===== src/rtl/arm_pkg.sv =====
// rtl/arm_pkg.sv - shared ARM condition codes, flag indices and flag type
package arm_pkg;

  typedef logic [3:0] flags_t;

  localparam int FLAG_N = 3;
  localparam int FLAG_Z = 2;
  localparam int FLAG_C = 1;
  localparam int FLAG_V = 0;

  typedef enum logic [3:0] {
    COND_EQ = 4'h0,
    COND_NE = 4'h1,
    COND_CS = 4'h2,
    COND_CC = 4'h3,
    COND_MI = 4'h4,
    COND_PL = 4'h5,
    COND_VS = 4'h6,
    COND_VC = 4'h7,
    COND_HI = 4'h8,
    COND_LS = 4'h9,
    COND_GE = 4'hA,
    COND_LT = 4'hB,
    COND_GT = 4'hC,
    COND_LE = 4'hD,
    COND_AL = 4'hE,
    COND_NV = 4'hF
  } cond_e;

endpackage


===== src/rtl/cond_check.sv =====
// rtl/cond_check.sv - combinational ARM condition evaluator
// Ports: cond (4-bit condition field), flags ({N,Z,C,V}), pass (condition holds).
module cond_check
  import arm_pkg::*;
(
  input  logic [3:0] cond,
  input  logic [3:0] flags,
  output logic       pass
);

  logic n, z, c, v;

  assign n = flags[FLAG_N];
  assign z = flags[FLAG_Z];
  assign c = flags[FLAG_C];
  assign v = flags[FLAG_V];

  always_comb begin
    pass = 1'b0;
    case (cond_e'(cond))
      COND_EQ: pass = z;
      COND_NE: pass = !z;
      COND_CS: pass = c;
      COND_CC: pass = !c;
      COND_MI: pass = n;
      COND_PL: pass = !n;
      COND_VS: pass = v;
      COND_VC: pass = !v;
      COND_HI: pass = c & !z;
      COND_LS: pass = !c | z;
      COND_GE: pass = (n == v);
      COND_LT: pass = (n != v);
      COND_GT: pass = !z & (n == v);
      COND_LE: pass = z | (n != v);
      COND_AL: pass = 1'b1;
      default: pass = 1'b0;
    endcase
  end

endmodule


===== src/rtl/cond_unit.sv =====
// rtl/cond_unit.sv - ARM conditional-execution unit with flags register and flag hazard handling
// Optional feature macro: COND_FLAG_FWD_EN (forward in-flight ALU flags instead of stalling).
// Ports: clk, reset_n (sync, active-low); valid_i, cond_i, flag_w_i, pcs_i, reg_w_i, mem_w_i
// from the decoder; alu_flags_i from the ALU one cycle after issue; gated pcsrc_o,
// reg_write_o, mem_write_o; cond_ex_o; stall_o; flags_o; skip_cnt_o.
module cond_unit
  import arm_pkg::*;
#(
  parameter int SKIP_W = 16
) (
  input  logic              clk,
  input  logic              reset_n,
  input  logic              valid_i,
  input  logic [3:0]        cond_i,
  input  logic [1:0]        flag_w_i,
  input  logic              pcs_i,
  input  logic              reg_w_i,
  input  logic              mem_w_i,
  input  logic [3:0]        alu_flags_i,
  output logic              pcsrc_o,
  output logic              reg_write_o,
  output logic              mem_write_o,
  output logic              cond_ex_o,
  output logic              stall_o,
  output logic [3:0]        flags_o,
  output logic [SKIP_W-1:0] skip_cnt_o
);

  // pend[1] covers N,Z and pend[0] covers C,V of a write whose ALU result arrives this cycle
  logic [1:0] pend;
  logic [3:0] eff_flags;
  logic       pass;
  logic       accepted;

`ifdef COND_FLAG_FWD_EN
  always_comb begin
    eff_flags = flags_o;
    if (pend[1]) eff_flags[FLAG_N:FLAG_Z] = alu_flags_i[FLAG_N:FLAG_Z];
    if (pend[0]) eff_flags[FLAG_C:FLAG_V] = alu_flags_i[FLAG_C:FLAG_V];
  end
  assign stall_o = 1'b0;
`else
  // Without forwarding the held instruction re-evaluates next cycle on the drained flags;
  // pend never reloads during a stall, so the stall is a single cycle.
  assign eff_flags = flags_o;
  assign stall_o   = reset_n & valid_i & (pend != 2'b00);
`endif

  cond_check u_cond_check (
    .cond  (cond_i),
    .flags (eff_flags),
    .pass  (pass)
  );

  assign accepted    = reset_n & valid_i & !stall_o;
  assign cond_ex_o   = accepted & pass;
  assign pcsrc_o     = pcs_i & cond_ex_o;
  assign reg_write_o = reg_w_i & cond_ex_o;
  assign mem_write_o = mem_w_i & cond_ex_o;

  always_ff @(posedge clk) begin
    if (!reset_n) begin
      pend       <= 2'b00;
      flags_o    <= 4'b0000;
      skip_cnt_o <= '0;
    end else begin
      pend <= flag_w_i & {2{cond_ex_o}};
      if (pend[1]) flags_o[FLAG_N:FLAG_Z] <= alu_flags_i[FLAG_N:FLAG_Z];
      if (pend[0]) flags_o[FLAG_C:FLAG_V] <= alu_flags_i[FLAG_C:FLAG_V];
      if (accepted && !pass && (skip_cnt_o != {SKIP_W{1'b1}}))
        skip_cnt_o <= skip_cnt_o + SKIP_W'(1);
    end
  end

endmodule


===== config.mk =====
export PLATFORM = sky130hd
export DESIGN_NAME = cond_unit
export DESIGN_NICKNAME = d
export VERILOG_FILES = /design/src/rtl/arm_pkg.sv /design/src/rtl/cond_check.sv /design/src/rtl/cond_unit.sv
export SDC_FILE = /design/constraint.sdc
export NUM_CORES = 1
export LEC_CHECK = 0
export CAP_MARGIN = 20
export CORE_ASPECT_RATIO = 0.7
export CORE_MARGIN = 5
export CORE_UTILIZATION = 45
export DETAILED_ROUTE_END_ITERATION = 7
export PLACE_DENSITY = 0.78
export SYNTH_ARGS = -nofsm -noshare
export SYNTH_HDL_FRONTEND = slang
export SYNTH_HIERARCHICAL = 1
export SYNTH_SLANG_ARGS = --single-unit

===== constraint.sdc =====
create_clock -name clk -period 7 [get_ports clk]
set_input_delay 2.1 -clock clk [delete_from_list [all_inputs] [get_ports clk]]
set_output_delay 2.1 -clock clk [all_outputs]
set_load 0.02 [all_outputs]

==> impl_metrics.csv <==
group,metric,value,unit
outcome,status,"complete, no violations",
timing,setup_viol,0,
synth,yosysTopAreaCell,"dfxtp_1",
power_and_ir_drop,p_leak,0.613,nW
worst_setup_path,critical_path.top_delay_family,"buffers and inverters",
final_layout,instances_no_fill,227,
timing,final.setup.tns,0,ns
timing,fmax,150,MHz
cts,htree_levels,1,
power_and_ir_drop,power_density,142,nW/um^2
place,gp_congestion,0.855,
final_layout,drive_gt1_share,9.42,%
cts,cts_resized,0,
timing,fin_crit_sh,95.1,%
cts,cts.sinks,22,
cts,cts_root_buffer,"clkbuf_8",
synth,synth_top_area_share,33.0,%
synth,synth_edf_count,0,
timing,hold_viol_final,0,
worst_setup_path,cpPeakStageDelay,0.62,ns
synth,avgSynthCellArea,8.78,um^2
floorplan,ioPinCount,41,
final_layout,diodes,0,
synth,synth_sequential_area_ratio,33.0,%
cts,numCtsBuffers,3,
synth,ys_warn_count,6,
place,io_buffers,40,
floorplan,initial_core_util,47.3,%
worst_setup_path,crit_chain,"clkdlybuf4s50_1 -> mux2_4 -> a21oi_1 -> o211ai_1 -> a211o_1 -> and3_2 -> clkdlybuf4s50_1",
grt,grt_max_degree,17,
timing,slew_viol_final,0,
cts,holdBufCountCts,0,
grt,grt_pass1_vias,1333,
synth,ys_seq_elements,22,
drt,routed_wl,3.60,mm
timing,post-route-min-period,6.66,ns
cts,tritoncts,"yes",
timing,tightestPinTransition,0.680,ns
final_layout,fill_cells,239,
place,dp.cells,223,
final_layout,multiInputGateArea,836,um^2
power_and_ir_drop,finalPower,0.000256,W
synth,syn_inst,152,
cts,clk_pin_slew,0.08,ns
final_layout,regArea,440,um^2
worst_setup_path,cp.arrival,4.56,ns
drt,first_pass_iters,5,
cts,cts_setup_buffers,0,
drt,post-route-drc-count,0,
job,cap_violations,0,
worst_setup_path,crit_top_cell,"clkdlybuf4s50_1",
synth,syn_nets,169,
grt,antenna_found_initial,0,
floorplan,dieArea,4170,um^2
drt,wl_per_cell,15.9,um
timing,fin_skew,0.00230,ns
final_layout,layout.nets,209,
worst_setup_path,slowest_stage,"clkdlybuf4s50_1",
synth,netlist_area,1340,um^2
timing,rsz0062_at_grt,"no",
worst_setup_path,critPathLaunchType,"input port",
floorplan,die-width,75.1,um
grt,grt_usage,17.8,%
drt,dr.first_iter.drc_count,108,
worst_setup_path,crit_fanout,10,
drt,vias,1370,
synth,async_flop_share,0,%
synth,synthTopCellsByArea,"dfxtp_1 33%, a21oi_1 5.2%, mux2i_1 5.2%",
synth,synth_ff_type,"dfxtp_1",
grt,overflow,0,
worst_setup_path,critPathKind,"input port to output port",
floorplan,core_region_area,2820,um^2
grt,grt_pass1_wl,6.08,mm
min_path,holdCritPathClass,"register to register",
drt,postRouteAntennaNets,0,
power_and_ir_drop,power.ir.vdd_worst,0.0838,mV
cts,clk_latency,0.26,ns
worst_setup_path,critPathBufInv,2,
synth,synth.distinct_cells,47,
floorplan,die_y,55.6,um
floorplan,row_count,16,
drt,viasPerCell,6.04,
place,dp_hpwl,2.75,mm
final_layout,area_delta_synth_final,34.8,%
worst_setup_path,cp-end-kind,"output port",
worst_setup_path,cp.required,4.90,ns
timing,max_slew_margin,54.3,%
cts,cts_buffer_depth,2,
## per-stage QoR
step	hold WS (ns)	instance area (um^2)	util (%)	setup WS, ns
3_5_place_dp	0.517	1740	61.8	0.391
3_3_place_gp	0.487	1740	61.8	0.536
5_1_grt	0.564	1800	63.7	0.305
2_1_floorplan	0.537	1340	-	1.62
4_1_cts	0.530	1800	63.7	0.386
6_report	0.526	1800	63.7	0.343
## flip-flops by register name, indices dropped and copies added, names as in the netlist
signal	cells
skip_cnt_o	16
flags_o	4
pend	2
## report_power, final
| part | total, W | switching (W) | internal [W] |
|---|---|---|---|
| logic | 0.0000368 | 0.0000170 | 0.0000197 |
| registers | 0.000129 | 0.00000213 | 0.000126 |
| clock network | 0.0000906 | 0.0000405 | 0.0000501 |
| total | 0.000256 | 0.0000596 | 0.000196 |
## layer usage
layer / up-vias / share of wire, % / track usage [%]
met3: 4 / 6.7 / 4.51
met4: 0 / 0.61 / 3.81
met2: 44 / 46 / 27.4
met1: 651 / 46 / 24.8
li1: 671 / - / -
met5: - / 0 / 0
## layout by cell type, fill, tap and decap left out, types with 4 or more instances in the layout
| cell | Yosys | layout |
|---|---|---|
| nand4_1 | 4 | 4 |
| o21ai_0 | 4 | 4 |
| and3_2 | 5 | 5 |
| o31ai_1 | 8 | 8 |
| nor2_1 | 7 | 7 |
| nand3_1 | 5 | 5 |
| clkdlybuf4s50_1 | 0 | 40 |
| clkbuf_8 | 0 | 4 |
| nand2_1 | 12 | 12 |
| or4_1 | 7 | 7 |
| dfxtp_1 | 22 | 22 |
| a21oi_1 | 14 | 14 |
| nor3_1 | 4 | 4 |
| mux2i_1 | 7 | 7 |
## final cells by class
type	instances	share of cell area, %
clock buffer	4	3.06
inverter	2	0.417
multi-input combinational	121	46.5
sequential	22	24.5
tap	36	2.50
timing repair buffer	42	23.1
## synthesized netlist by cell type, drive strengths merged, types with 3 or more instances
cell and n:
o21ai 4, nand3 5, nor2 7, nand2 12
o31ai 8, nand4 5, nor3 4, or4 7
or2b 3, mux2i 7, buf 5, and3 7
nor4 3, a21oi 14, dfxtp 22, or3 3
nand2b 3
## cell families after synthesis
family / count (synthesis) / share of synthesized area [%]
buffers and inverters: 9 / 4.41
DFF: 22 / 33.0
and+or+nand+nor: 72 / 34.6
adders and majority gates: 1 / 0.937
xor gates and xnor gates: 2 / 1.87
AOI/OAI and AO/OA: 38 / 18.8
muxes: 8 / 6.37
## final timing paths
check                     start        endpoint  slack [ns]  cells after the start
setup / recovery      cond_i[2]         pcsrc_o        0.34                      7
hold / removal    skip_cnt_o[1]   skip_cnt_o[1]        0.53                      2
setup reg to reg     flags_o[3]  skip_cnt_o[15]        4.28                      8
hold reg to reg   skip_cnt_o[1]   skip_cnt_o[1]        0.53                      2
## tightest hold or removal path, delay by kind of cell (launching register included)
family	cells	cell delay (ns)
AO/OA/AOI/OAI	2	0.15
flip-flops	1	0.33
(Power assumes the default switching activity.)
